<file path="config.mk">
export PLATFORM = sky130hd
export DESIGN_NAME = ss_adc_sequencer_flat
export DESIGN_NICKNAME = d
export VERILOG_FILES = /design/src/rtl/ss_adc_sequencer_if.sv /design/src/rtl/ss_adc_sequencer.sv /design/src/flat_wrapper.sv
export SDC_FILE = /design/constraint.sdc
export NUM_CORES = 1
export LEC_CHECK = 0
export CORE_MARGIN = 2
export CORE_UTILIZATION = 36
export DETAILED_ROUTE_END_ITERATION = 16
export SYNTH_ARGS = -nofsm -noshare
export SYNTH_HDL_FRONTEND = slang
export SYNTH_SLANG_ARGS = --single-unit
</file>
<file path="constraint.sdc">
create_clock -name clk -period 1.66 [get_ports clk]
set_input_delay 0.332 -clock clk [delete_from_list [all_inputs] [get_ports clk]]
set_output_delay 0.332 -clock clk [all_outputs]
set_load 0.02 [all_outputs]
</file>
<file path="src/rtl/ss_adc_sequencer_if.sv">
// rtl/ss_adc_sequencer_if.sv - conversion result port of the single-slope ADC sequencer
`timescale 1ns/1ps

interface ss_adc_sequencer_if #(
    parameter int CNT_W = 12,
    parameter int CH_W  = 2
);
    logic             res_valid;
    logic             res_ready;
    logic [CNT_W-1:0] res_data;
    logic [CH_W-1:0]  res_ch;
    logic             res_ovf;

    modport master (
        output res_valid,
        output res_data,
        output res_ch,
        output res_ovf,
        input  res_ready
    );

    modport slave (
        input  res_valid,
        input  res_data,
        input  res_ch,
        input  res_ovf,
        output res_ready
    );
endinterface

</file>
<file path="src/rtl/ss_adc_sequencer.sv">
// rtl/ss_adc_sequencer.sv - single-slope ADC sequencer: channel scan, ramp control, trip counting
`timescale 1ns/1ps

module ss_adc_sequencer #(
    parameter int CNT_W            = 12,
    parameter int NUM_CH           = 4,
    parameter int CH_W             = 2,
    parameter int DISCHARGE_CYCLES = 64,
    parameter int SETTLE_CYCLES    = 4
) (
    input  logic                 clk,
    input  logic                 rst_n,
    input  logic                 start,
    input  logic                 continuous,
    input  logic [NUM_CH-1:0]    ch_mask,
    input  logic                 comp_in,
    output logic                 ramp_en,
    output logic                 ramp_discharge,
    output logic [CH_W-1:0]      ch_sel,
    output logic                 busy,
    ss_adc_sequencer_if.master   res
);

    localparam int PH_MAX = (DISCHARGE_CYCLES > SETTLE_CYCLES) ? DISCHARGE_CYCLES : SETTLE_CYCLES;
    localparam int PH_W   = (PH_MAX > 1) ? $clog2(PH_MAX) : 1;

    localparam logic [PH_W-1:0]  DIS_LAST = PH_W'(DISCHARGE_CYCLES - 1);
    localparam logic [PH_W-1:0]  SET_LAST = PH_W'(SETTLE_CYCLES - 1);
    localparam logic [CNT_W-1:0] CNT_MAX  = '1;

    typedef enum logic [2:0] {
        IDLE,
        DISCHARGE,
        SETTLE,
        RAMP,
        HOLD
    } state_t;

    state_t            state;
    logic              comp_s1;
    logic              comp_s2;
    logic [NUM_CH-1:0] mask_q;
    logic [PH_W-1:0]   ph_cnt;
    logic [CNT_W-1:0]  conv_cnt;
    logic              restart;

    logic [CH_W-1:0]   first_ch;
    logic [CH_W-1:0]   next_ch;
    logic              has_next;

    // Descending scan so the lowest qualifying index wins.
    always_comb begin
        first_ch = '0;
        next_ch  = '0;
        has_next = 1'b0;
        for (int i = NUM_CH - 1; i >= 0; i--) begin
            if (ch_mask[i]) begin
                first_ch = CH_W'(i);
            end
            if (mask_q[i] && (i > int'(ch_sel))) begin
                next_ch  = CH_W'(i);
                has_next = 1'b1;
            end
        end
    end

    always_ff @(posedge clk) begin
        if (!rst_n) begin
            state          <= IDLE;
            comp_s1        <= 1'b0;
            comp_s2        <= 1'b0;
            mask_q         <= '0;
            ph_cnt         <= '0;
            conv_cnt       <= '0;
            restart        <= 1'b0;
            ramp_en        <= 1'b0;
            ramp_discharge <= 1'b1;
            ch_sel         <= '0;
            busy           <= 1'b0;
            res.res_valid  <= 1'b0;
            res.res_data   <= '0;
            res.res_ch     <= '0;
            res.res_ovf    <= 1'b0;
        end else begin
            comp_s1 <= comp_in;
            comp_s2 <= comp_s1;

            case (state)
                IDLE: begin
                    ramp_discharge <= 1'b1;
                    ramp_en        <= 1'b0;
                    restart        <= 1'b0;
                    // start and a pending restart collapse into a single sweep
                    if ((start || restart) && (|ch_mask)) begin
                        mask_q   <= ch_mask;
                        ch_sel   <= first_ch;
                        conv_cnt <= '0;
                        ph_cnt   <= '0;
                        busy     <= 1'b1;
                        state    <= DISCHARGE;
                    end
                end

                DISCHARGE: begin
                    if (ph_cnt == DIS_LAST) begin
                        ph_cnt         <= '0;
                        ramp_discharge <= 1'b0;
                        state          <= SETTLE;
                    end else begin
                        ph_cnt <= ph_cnt + 1'b1;
                    end
                end

                SETTLE: begin
                    if (ph_cnt == SET_LAST) begin
                        ph_cnt   <= '0;
                        conv_cnt <= '0;
                        ramp_en  <= 1'b1;
                        state    <= RAMP;
                    end else begin
                        ph_cnt <= ph_cnt + 1'b1;
                    end
                end

                RAMP: begin
                    // Synchronizer latency is deliberately left in the count.
                    if (comp_s2 || (conv_cnt == CNT_MAX)) begin
                        res.res_data   <= comp_s2 ? conv_cnt : CNT_MAX;
                        res.res_ovf    <= ~comp_s2;
                        res.res_ch     <= ch_sel;
                        res.res_valid  <= 1'b1;
                        ramp_en        <= 1'b0;
                        ramp_discharge <= 1'b1;
                        state          <= HOLD;
                    end else begin
                        conv_cnt <= conv_cnt + 1'b1;
                    end
                end

                HOLD: begin
                    ramp_discharge <= 1'b1;
                    ramp_en        <= 1'b0;
                    if (res.res_valid && res.res_ready) begin
                        res.res_valid <= 1'b0;
                        if (has_next) begin
                            ch_sel <= next_ch;
                            ph_cnt <= '0;
                            state  <= DISCHARGE;
                        end else begin
                            busy    <= 1'b0;
                            restart <= continuous;
                            state   <= IDLE;
                        end
                    end
                end

                default: begin
                    state          <= IDLE;
                    busy           <= 1'b0;
                    ramp_en        <= 1'b0;
                    ramp_discharge <= 1'b1;
                    res.res_valid  <= 1'b0;
                end
            endcase
        end
    end

endmodule

</file>
<file path="src/flat_wrapper.sv">
// flat-port wrapper written by rule: the top's interface ports become plain ports
module ss_adc_sequencer_flat 
#(
    parameter int CNT_W            = 12,
    parameter int NUM_CH           = 4,
    parameter int CH_W             = 2,
    parameter int DISCHARGE_CYCLES = 64,
    parameter int SETTLE_CYCLES    = 4
)
  (clk, rst_n, start, continuous, ch_mask, comp_in, ramp_en, ramp_discharge, ch_sel, busy, res_res_valid, res_res_data, res_res_ch, res_res_ovf, res_res_ready);
  ss_adc_sequencer_if #(.CNT_W(CNT_W), .CH_W(CH_W)) res_i ();
  input  logic clk;
  input  logic rst_n;
  input  logic start;
  input  logic continuous;
  input  logic [NUM_CH-1:0] ch_mask;
  input  logic comp_in;
  output logic ramp_en;
  output logic ramp_discharge;
  output logic [CH_W-1:0] ch_sel;
  output logic busy;
  output wire logic [$bits(res_i.res_valid)-1:0] res_res_valid;
  output wire logic [$bits(res_i.res_data)-1:0] res_res_data;
  output wire logic [$bits(res_i.res_ch)-1:0] res_res_ch;
  output wire logic [$bits(res_i.res_ovf)-1:0] res_res_ovf;
  input wire logic [$bits(res_i.res_ready)-1:0] res_res_ready;
  assign res_res_valid = res_i.res_valid;
  assign res_res_data = res_i.res_data;
  assign res_res_ch = res_i.res_ch;
  assign res_res_ovf = res_i.res_ovf;
  assign res_i.res_ready = res_res_ready;
  ss_adc_sequencer #(.CNT_W(CNT_W), .NUM_CH(NUM_CH), .CH_W(CH_W), .DISCHARGE_CYCLES(DISCHARGE_CYCLES), .SETTLE_CYCLES(SETTLE_CYCLES)) u_core (.clk(clk), .rst_n(rst_n), .start(start), .continuous(continuous), .ch_mask(ch_mask), .comp_in(comp_in), .ramp_en(ramp_en), .ramp_discharge(ramp_discharge), .ch_sel(ch_sel), .busy(busy), .res(res_i));
endmodule
</file>
### Yosys cells after proc, flatten, opt, wreduce, memory -nomap -nowiden

Cells that the tools add are included.

| word-level totals | value |
|---|---|
| output and inout bits | 21 |
| bits of input ports | 10 |
| logic and storage cells | 112 |
| register bits | 49 |

| operators by class | value |
|---|---|
| magnitude comparators | 3 |
| reduce and logical (&&, ||, !) cells | 25 |
| equality and inequality tests | 15 |
| multiplexer cells | 47 |
| bitwise operators | 5 |
| $add $sub $neg | 2 |

Operators with widths:

| operator | number |
|---|---|
| 12-bit two-way mux | 4 |
| 12-bit case mux with 3 select lines | 1 |
| 6-bit two-way mux | 5 |
| 6-bit case mux with 4 select lines | 1 |
| 2-bit two-way mux | 10 |
| 4-bit AND reduction | 4 |
| 3-bit two-way mux | 5 |
| 3-bit case mux with 5 select lines | 1 |
| 1-bit two-way mux | 14 |
| 12-bit by 1-bit adder with 12-bit output (second input constant) | 1 |
| 12-bit equality test (second input constant) | 1 |
| 2-bit by 1-bit inequality test with 1-bit output (second input constant) | 6 |
| 1-bit case mux with 3 select lines | 4 |
| 3-bit AND reduction | 4 |
| 6-bit by 1-bit adder with 6-bit output (second input constant) | 1 |
| 3-bit by 2-bit equality test with 1-bit output (second input constant) | 2 |
| 6-bit by 2-bit equality test with 1-bit output (second input constant) | 1 |
| 6-bit equality test (second input constant) | 1 |
| 3-bit OR reduction | 2 |
| 1-bit logical AND | 5 |
| 1-bit NOT | 5 |
| 5-bit AND reduction | 1 |
| 2-bit greater-than comparator (first input constant) | 2 |
| 2-bit inequality test (second input constant) | 2 |
| 12 further kinds | 14 |

### Depth between registers and ports, before layout

Gate-level depths: netlist of run 1.

| depth | value |
|---|---|
| depth in word-level cells | 8 |
| depth in mapped cells | 8 |

### Least setup slack after synthesis of run 1

Ideal clock, no wire load.

| timing path | value |
|---|---|
| kind | register -> register |
| start point | reg u_core.ch_sel[1] |
| end point | reg u_core.ph_cnt[5] |
| cell stages (with the launch flop) | 6 |
| data required time | 1590 ps |
| library setup time | 70 ps |
| slack | -108 ps |
| clock period less this slack | 1768 ps |
| arrival | 1698 ps |
| cell sequence | dfxtp_1 -> or3b_4 -> nand4_4 -> nand3_4 -> or4_1 -> a21oi_1 |

| on the way | value |
|---|---|
| word-level cells in the longest chain between the ends | 7 |

Ends and longest elaborated chain:

| item | line | text |
|---|---|---|
| start: declaration | ss_adc_sequencer.sv:19 | `output logic [CH_W-1:0] ch_sel,` |
| start signal: assignment | ss_adc_sequencer.sv:96 | `ch_sel <= first_ch;` |
| start signal: assignment | ss_adc_sequencer.sv:146 | `ch_sel <= next_ch;` |
| 2-bit greater-than comparator | ss_adc_sequencer.sv:60 | `if (mask_q[i] && (i > int'(ch_sel))) begin` |
| 1-bit logical AND | ss_adc_sequencer.sv:60 |  |
| 1-bit two-way mux (2 in a row) | ss_adc_sequencer.sv:60 |  |
| 1-bit two-way mux * | ss_adc_sequencer.sv:60 |  |
| 2-bit by 1-bit inequality test with 1-bit output (no line) * | - |  |
| 4-bit AND reduction (no line) * | - |  |
| end signal: assignment | ss_adc_sequencer.sv:110 | `ph_cnt <= ph_cnt + 1'b1;` |
| end signal: assignment | ss_adc_sequencer.sv:121 | `ph_cnt <= ph_cnt + 1'b1;` |
| end: declaration | ss_adc_sequencer.sv:43 | `logic [PH_W-1:0] ph_cnt;` |

Mark *: on every way between the ends. The rest lies on a longest branch, timed or not.
A chain may end at the register's enable or synchronous reset.

### Worst setup path after layout of run 1

| timing path | value |
|---|---|
| start point | in start |
| end point | reg u_core.ph_cnt[5] |

| on the way | value |
|---|---|
| word-level cells in the longest chain between the ends | 4 |

Ends and longest elaborated chain:

| item | line | text |
|---|---|---|
| start: declaration | flat_wrapper.sv:14 | `input logic start;` |
| 1-bit logical OR | ss_adc_sequencer.sv:94 | `if ((start \|\| restart) && (\|ch_mask)) begin` |
| 1-bit logical AND | ss_adc_sequencer.sv:94 |  |
| 2-bit by 1-bit inequality test with 1-bit output (no line) | - |  |
| 4-bit AND reduction (no line) | - |  |

Every way passes these cells.

==> results of run 1 <==
-- worst reg2reg max path, delay by kind of cell (launching register included) --
kind / cells / cell delay, ps
compound gates: 2 / 270
buf+inv: 1 / 120
flops: 1 / 330
simple gates: 3 / 890
-- layer usage --
metal / GRT usage (%) / vias up / share of wire (%)
met3: 3.66 / 6 / 3.6
li1: - / 1146 / -
met4: 5.63 / 0 / 1.3
met1: 22.6 / 1078 / 47
met5: 0 / - / 0
met2: 25.6 / 32 / 48
-- layout make-up --
| class | count | area share, % |
|---|---|---|
| clock inverters | 1 | 0.855 |
| flip-flops and latches | 48 | 27.7 |
| clock buffers | 7 | 2.74 |
| inverters | 6 | 1.03 |
| well taps | 77 | 2.74 |
| multi-input cells | 191 | 40.5 |
| repair buffers | 93 | 24.4 |
-- state kept, by name (all words and copies together) (netlist names), 2 cells and up --
signal	count
u_core.ph_cnt	6
u_core.res.res_ch	2
u_core.state	3
u_core.mask_q	3
u_core.res.res_data	12
u_core.conv_cnt	12
u_core.ch_sel	2
-- final timing paths --
kind / slack (ps) / cells after the start / startpoint / endpoint
worst max-delay path: -20 / 6 / start / u_core.ph_cnt[5]
worst min-delay path: 440 / 1 / u_core.comp_s1 / u_core.comp_s2
worst max register to register: -10 / 6 / u_core.state[0] / u_core.ph_cnt[5]
worst min register to register: 440 / 1 / u_core.comp_s1 / u_core.comp_s2
-- where the power goes --
part	switching (mW)	internal, mW
Clock	0.403	0.532
Sequential	0.0537	1.24
Combinational	0.622	0.621
Total	1.08	2.39
-- stage by stage --
stage	instances	worst slack, ps	hold slack [ps]	power [mW]	util (%)
2_1_floorplan	259	-48.3	412	1.96	-
3_3_place_gp	404	-649	419	2.36	49.0
3_5_place_dp	404	-698	420	2.37	49.0
4_1_cts	416	1.28	442	3.40	52.4
5_1_grt	423	-76.0	471	3.67	55.0
6_report	423	-19.6	439	3.47	55.0
-- cells by family (layout without fill, tap and decap cells) --
| kind of cell | after synthesis | after routing |
|---|---|---|
| adders and majority gates | 2 | 2 |
| muxes | 8 | 8 |
| and+or+nand+nor | 104 | 105 |
| AOI/OAI and AO/OA | 74 | 74 |
| buffers and inverters | 21 | 107 |
| xor gates and xnor gates | 2 | 2 |
| DFF | 48 | 48 |
-- Yosys cell counts (2+ instances only) --
cell                       number  area, um^2
sky130_fd_sc_hd__nand3b_1       2        15.0
sky130_fd_sc_hd__inv_1          5        18.8
sky130_fd_sc_hd__o211a_1        2        20.0
sky130_fd_sc_hd__xor2_1         2        17.5
sky130_fd_sc_hd__nand4b_1       2        17.5
sky130_fd_sc_hd__nor3_2         2        20.0
sky130_fd_sc_hd__and2_1         3        18.8
sky130_fd_sc_hd__mux2i_1        8        80.1
sky130_fd_sc_hd__nand2_1       23        86.3
sky130_fd_sc_hd__o21a_1         3        22.5
sky130_fd_sc_hd__buf_2          4        20.0
sky130_fd_sc_hd__o31ai_1        2        15.0
sky130_fd_sc_hd__or4_1          2        15.0
sky130_fd_sc_hd__nor3b_1        3        22.5
sky130_fd_sc_hd__buf_6          2        22.5
sky130_fd_sc_hd__nor2_1        15        56.3
sky130_fd_sc_hd__o211ai_1       5        37.5
sky130_fd_sc_hd__a31oi_1        8        50.1
sky130_fd_sc_hd__dfxtp_1       48         961
sky130_fd_sc_hd__a21oi_1        8        40.0
sky130_fd_sc_hd__a21o_1         2        15.0
sky130_fd_sc_hd__nand4_1        6        37.5
sky130_fd_sc_hd__nand2b_1       3        18.8
sky130_fd_sc_hd__nand3_1       14        70.1
sky130_fd_sc_hd__o21ai_0       15        75.1
sky130_fd_sc_hd__nor3_1         6        30.0
sky130_fd_sc_hd__o21ai_2        2        17.5
sky130_fd_sc_hd__o221a_1       13         146
sky130_fd_sc_hd__o21ai_1        3        15.0
sky130_fd_sc_hd__nor2b_1        6        37.5
sky130_fd_sc_hd__and3_1         2        12.5
sky130_fd_sc_hd__or2_1          2        12.5
sky130_fd_sc_hd__clkbuf_1       7        26.3
sky130_fd_sc_hd__ha_1           2        25.0
-- what timing repair did --
action	CTS	global route
pin swaps	8	14
buffers inserted	4	6
setup endpoints to repair	21	36
gates cloned	0	1
gates resized for setup	23	28
==> run summary, run 1 <==
==============================================================================
Outcome                                                           finished, violations left
Failing checks                                                    negative setup slack
Aggregate routed wire length                                           6.08 mm
Number of warnings issued by yosys                                           0
Placement Cell Area                                               0.00313 mm^2
Clock latency reported for the late side of the worst-skew pair         310 ps
Area growth from synthesis to layout                                     46.8%
Drt pass-1 iters                                                             4
Count of antenna diodes in the layout                                        0
Total via count in the routed design                                      2262
Number of top-level design ports                                            31
Die Y                                                                  85.5 um
Clk sinks                                                                   48
Max Fclk                                                             0.595 GHz
Fraction of the mapped netlist area in adder cells                       1.05%
Total gr overflow                                                            0
Number of vias per cell                                                   5.35
Cell family contributing the most delay on the critical path      simple AND/OR/NAND/NOR gates
Commonest cells after routing, fill and taps aside                sky130_fd_sc_hd__buf_4, sky130_fd_sc_hd__dfxtp_1, sky130_fd_sc_hd__clkdlybuf4s50_1, sky130_fd_sc_hd__nand2_1, sky130_fd_sc_hd__nor2_1
Min-delay worst type                                              register to register
Critical path endpoint category                                       register
Vias in the first global route                                            2037
Storage element area                                                  972 um^2
Combined buffer and inverter count along the critical path                   1
Routed length per instance                                             14.4 um
Final critical-path share of the clock period                             101%
Global placement routability congestion                                  0.775
Ordered list of cells on the worst path                           clkdlybuf4s50_1 > nor2_1 > o211ai_4 > nand3_4 > or4_1 > a21oi_1
Average size of a mapped cell                                        9.24 um^2
Nets@finish                                                                357
Post-detailed-route DRC marker count                                         0
Post-Synthesis Cell Area                                          0.00239 mm^2
Post-synth EDFFs                                                             0
Initial antenna violation count                                              0
Distinct cells, synth                                                       61
Starting density of the core                                             37.5%
Cell type of the slowest stage on the worst timing path           sky130_fd_sc_hd__or4_1
Share of cell area taken by muxes after synthesis                        3.35%
Number of fillers in the final layout                                      583
Syn Inst Count                                                             259
Setup Viol. Count Final                                                      1
Clock-pin slew on the worst setup and hold paths                         90 ps
Sequential fraction of the synthesis area                                40.2%
Max-slew headroom                                                        64.9%
Xor and xnor fraction of the mapped netlist area                        0.732%
Total routing resource utilization after global routing                  16.4%
Floorplan row count                                                         29
Max FO, Critical Path                                                        5
Number of failing hold endpoints at the final stage                          0
Multi-input combinational cell area                               0.00142 mm^2
Static leakage                                                         1.32 nW
Worst path max stage delay                                              530 ps
Port Buffer Count                                                           30
Pin count of the biggest net entering global routing                        29
Peak supply drop                                                    0.000534 V
Global-route wire length before repair                                 9.63 mm
Die W                                                                  85.5 um
CTS Root Cell                                                     sky130_fd_sc_hd__clkbuf_8
Unrepaired setup endpoints after global routing                           true
Actual transition at the worst max-transition pin                       521 ps
Startpoint types                                                    input port
Power Density                                                      989 mW/mm^2
Setup tns final                                                       -19.6 ps
Worst clock skew                                                       4.34 ps
Combinational family with the most area after synthesis           simple AND/OR/NAND/NOR gates
Final design instance area without fill                           0.00351 mm^2
Half-perimeter wire length after detailed placement                    3.98 mm
Number of buffers created by CTS                                             5
Fraction of layout instances using a drive strength above 1              32.1%
Most common library cell in the layout ignoring fill and taps     sky130_fd_sc_hd__buf_4
Top_reg_cell synth                                                sky130_fd_sc_hd__dfxtp_1
Shortest period the worst path allows                                  1680 ps
Async set-or-reset flop fraction in the synthesized netlist                 0%
Drt initial violations                                                      93
Net Count, Synth                                                           271
TritonCTS clock tree                                                     built
Number of nets still failing antenna checks after routing                    0
Hold_buf cts                                                                 0
Area inside the core boundary                                     0.00639 mm^2
Crit path setup slack, layout                                         -19.6 ps
Startpoint-to-endpoint class of the critical path                 input port to register
Worst path arrival time                                                1930 ps
Post-synthesis compound-gate area fraction                               23.4%
Synth Area in Simple Gates                                               26.0%
Die area                                                          0.00731 mm^2
Level count of the clock H-tree                                              2
Final count of pins violating max slew                                       0
Max_cap viols                                                                0
Number of synthesized register bits                                         48
Deepest clock path buffer count                                              2
Worst endpoint required time                                           1910 ps
==============================================================================
No activity file was read; power rests on OpenSTA's default activity.
==> run 2: changes to the inputs <==
- CORE_ASPECT_RATIO: unset -> 1.2
- GPL_TIMING_DRIVEN: unset -> 0
==> run summary, run 2 (synthesis results as in run 1) <==
==============================================================================
Total via count in the routed design                                      2193   -3.1%
Unrepaired setup endpoints after global routing                           true
Total gr overflow                                                            0   unchanged
Number of buffers created by CTS                                             5   unchanged
Portion of total power attributed to sequential cells                    42.1%   +4.8 points
Max-slew headroom                                                        65.8%   +0.86 points
CTS Root Cell                                                     sky130_fd_sc_hd__clkbuf_8
Total power draw                                                       3.10 mW   -11%
Global-route wire length before repair                                 10.0 mm   +3.8%
Setup Viol. Count Final                                                      0   -1
Pin count of the biggest net entering global routing                        17   -41%
Post-placement setup slack                                             -629 ps   +69.3 ps
Commonest cells after routing, fill and taps aside                sky130_fd_sc_hd__dfxtp_1, sky130_fd_sc_hd__buf_4, sky130_fd_sc_hd__clkdlybuf4s50_1, sky130_fd_sc_hd__nand2_1, sky130_fd_sc_hd__o21ai_0
Clock-pin slew on the worst setup and hold paths                        100 ps   about the same
Max_cap viols                                                                0   unchanged
Die Y                                                                  93.3 um   +9.1%
Max FO, Critical Path                                                        6   +1
Vias in the first global route                                            2105   +3.3%
Clk sinks                                                                   48   unchanged
Number of nets still failing antenna checks after routing                    0   unchanged
Startpoint-to-endpoint class of the critical path                 register to register
Power Density                                                      948 mW/mm^2   -4.2%
Die area                                                          0.00732 mm^2   about the same
Deepest clock path buffer count                                              2   unchanged
Worst endpoint required time                                           1830 ps   -80 ps
Peak supply drop                                                    0.000527 V   -1.3%
Number of vias per cell                                                   5.36   +0.27%
Portion of total power attributed to combinational logic                 34.5%   -1.3 points
Shortest period the worst path allows                                  1640 ps   -43.2 ps
Most common library cell in the layout ignoring fill and taps     sky130_fd_sc_hd__dfxtp_1
Outcome                                                           finished clean
Final count of pins violating max slew                                       0   unchanged
Startpoint types                                                      register
Actual transition at the worst max-transition pin                       513 ps   -8.45 ps
Worst clock skew                                                       18.9 ps   +14.6 ps
Port Buffer Count                                                           29   -3.3%
Net switching component of the power                                   1.05 mW   -2.3%
Clock latency reported for the late side of the worst-skew pair         310 ps   about the same
Initial antenna violation count                                              0   unchanged
Max Fclk                                                             0.611 GHz   +2.6%
Area inside the core boundary                                     0.00645 mm^2   +0.94%
Drt pass-1 iters                                                             4   unchanged
Aggregate routed wire length                                           6.21 mm   +2.0%
Post-detailed-route DRC marker count                                         0   unchanged
Global placement routability congestion                                  0.839   +8.3%
Total internal power                                                   2.05 mW   -15%
Worst path arrival time                                                1800 ps   -130 ps
Critical path endpoint category                                       register
Setup tns final                                                           0 ps   +19.6 ps
Area growth from synthesis to layout                                     36.7%
Sw Share                                                                 34.0%   +2.9 points
Drt initial violations                                                      85   -8.6%
TritonCTS clock tree                                                     built
Half-perimeter wire length after detailed placement                    4.01 mm   +0.80%
Count of antenna diodes in the layout                                        0   unchanged
Clock power frac                                                         23.4%   -3.5 points
Total routing resource utilization after global routing                  17.4%   +0.98 points
Final critical-path share of the clock period                            98.6%   -2.6 points
Static leakage                                                         1.19 nW   -10%
Routed length per instance                                             15.2 um   +5.5%
Floorplan row count                                                         32   +10%
Starting density of the core                                             37.1%   -0.35 points
Die W                                                                  78.4 um   -8.3%
Registers with the most flip-flops                                u_core.conv_cnt x12, u_core.res.res_data x12, u_core.ph_cnt x6
Nets@finish                                                                335   -6.2%
Number of failing hold endpoints at the final stage                          0   unchanged
Level count of the clock H-tree                                              2   unchanged
Min-delay worst type                                              input port to register
Number of top-level design ports                                            31   unchanged
Fraction of layout instances using a drive strength above 1              27.2%   -4.9 points
Crit path setup slack, layout                                          23.6 ps   +43.2 ps
==============================================================================
run 2: power by group through the flow:
stage	Clock (mW)	Sequential, mW	Combinational (mW)
after floorplan	0	1.36	0.600
after global placement	0	1.33	0.862
after detailed placement	0	1.34	0.870
after CTS	0.745	1.31	0.982
after global routing	0.790	1.32	1.17
final	0.724	1.31	1.07
run 2: final cells by class:
| type | instances | area (um^2) |
|---|---|---|
| clock buffers | 5 | 68.8 |
| repair buffers | 57 | 517 |
| multi-input cells | 190 | 1400 |
| clock inverters | 3 | 21.3 |
| plain buffers | 15 | 128 |
| flip-flops and latches | 48 | 990 |
| inverters | 6 | 36.3 |
| fillers | 616 | 3180 |
| well taps | 85 | 106 |
run 2: what timing repair did:
item / CTS / global route
endpoints found under the setup margin: 43 / 36
resized for setup: 31 / 26
pin swaps: 11 / 8
gates cloned: 0 / 1
buffers inserted: 19 / 9
hold buffers: 0 / 0
run 2: worst max-delay path, stage by stage, from the launching register on:
cell and delay, ps:
sky130_fd_sc_hd__dfxtp_4 390, sky130_fd_sc_hd__ha_4 160, sky130_fd_sc_hd__nand3_4 120, sky130_fd_sc_hd__nor3_4 220, sky130_fd_sc_hd__buf_4 150, sky130_fd_sc_hd__nor3_4 40
sky130_fd_sc_hd__buf_4 170, sky130_fd_sc_hd__o21ai_1 130, sky130_fd_sc_hd__o211ai_1 100
run 2: final timing paths:
check | cells after the start | end | startpoint | slack (ps)
max | 8 | u_core.ramp_discharge | u_core.conv_cnt[0] | 20
min | 3 | u_core.ph_cnt[5] | rst_n | 340
max reg2reg | 8 | u_core.ramp_discharge | u_core.conv_cnt[0] | 20
min reg2reg | 1 | u_core.comp_s2 | u_core.comp_s1 | 460
run 2: stage by stage:
stage | area (um^2) | hold slack [ps] | util, % | std cells
2_1_floorplan | 2400 | 412 | - | 259
3_3_place_gp | 2800 | 418 | 43.4 | 373
3_5_place_dp | 2800 | 426 | 43.4 | 373
4_1_cts | 3120 | 359 | 48.4 | 399
5_1_grt | 3270 | 346 | 50.7 | 409
6_report | 3270 | 344 | 50.7 | 409
run 2: layer usage:
layer / vias up / routed length, um / track usage (%)
met2: 39 / 3150 / 30.8
met1: 1050 / 2810 / 20.7
met3: 8 / 147 / 3.38
li1: 1096 / - / -
met5: - / 0 / 0
met4: 0 / 94 / 6.87
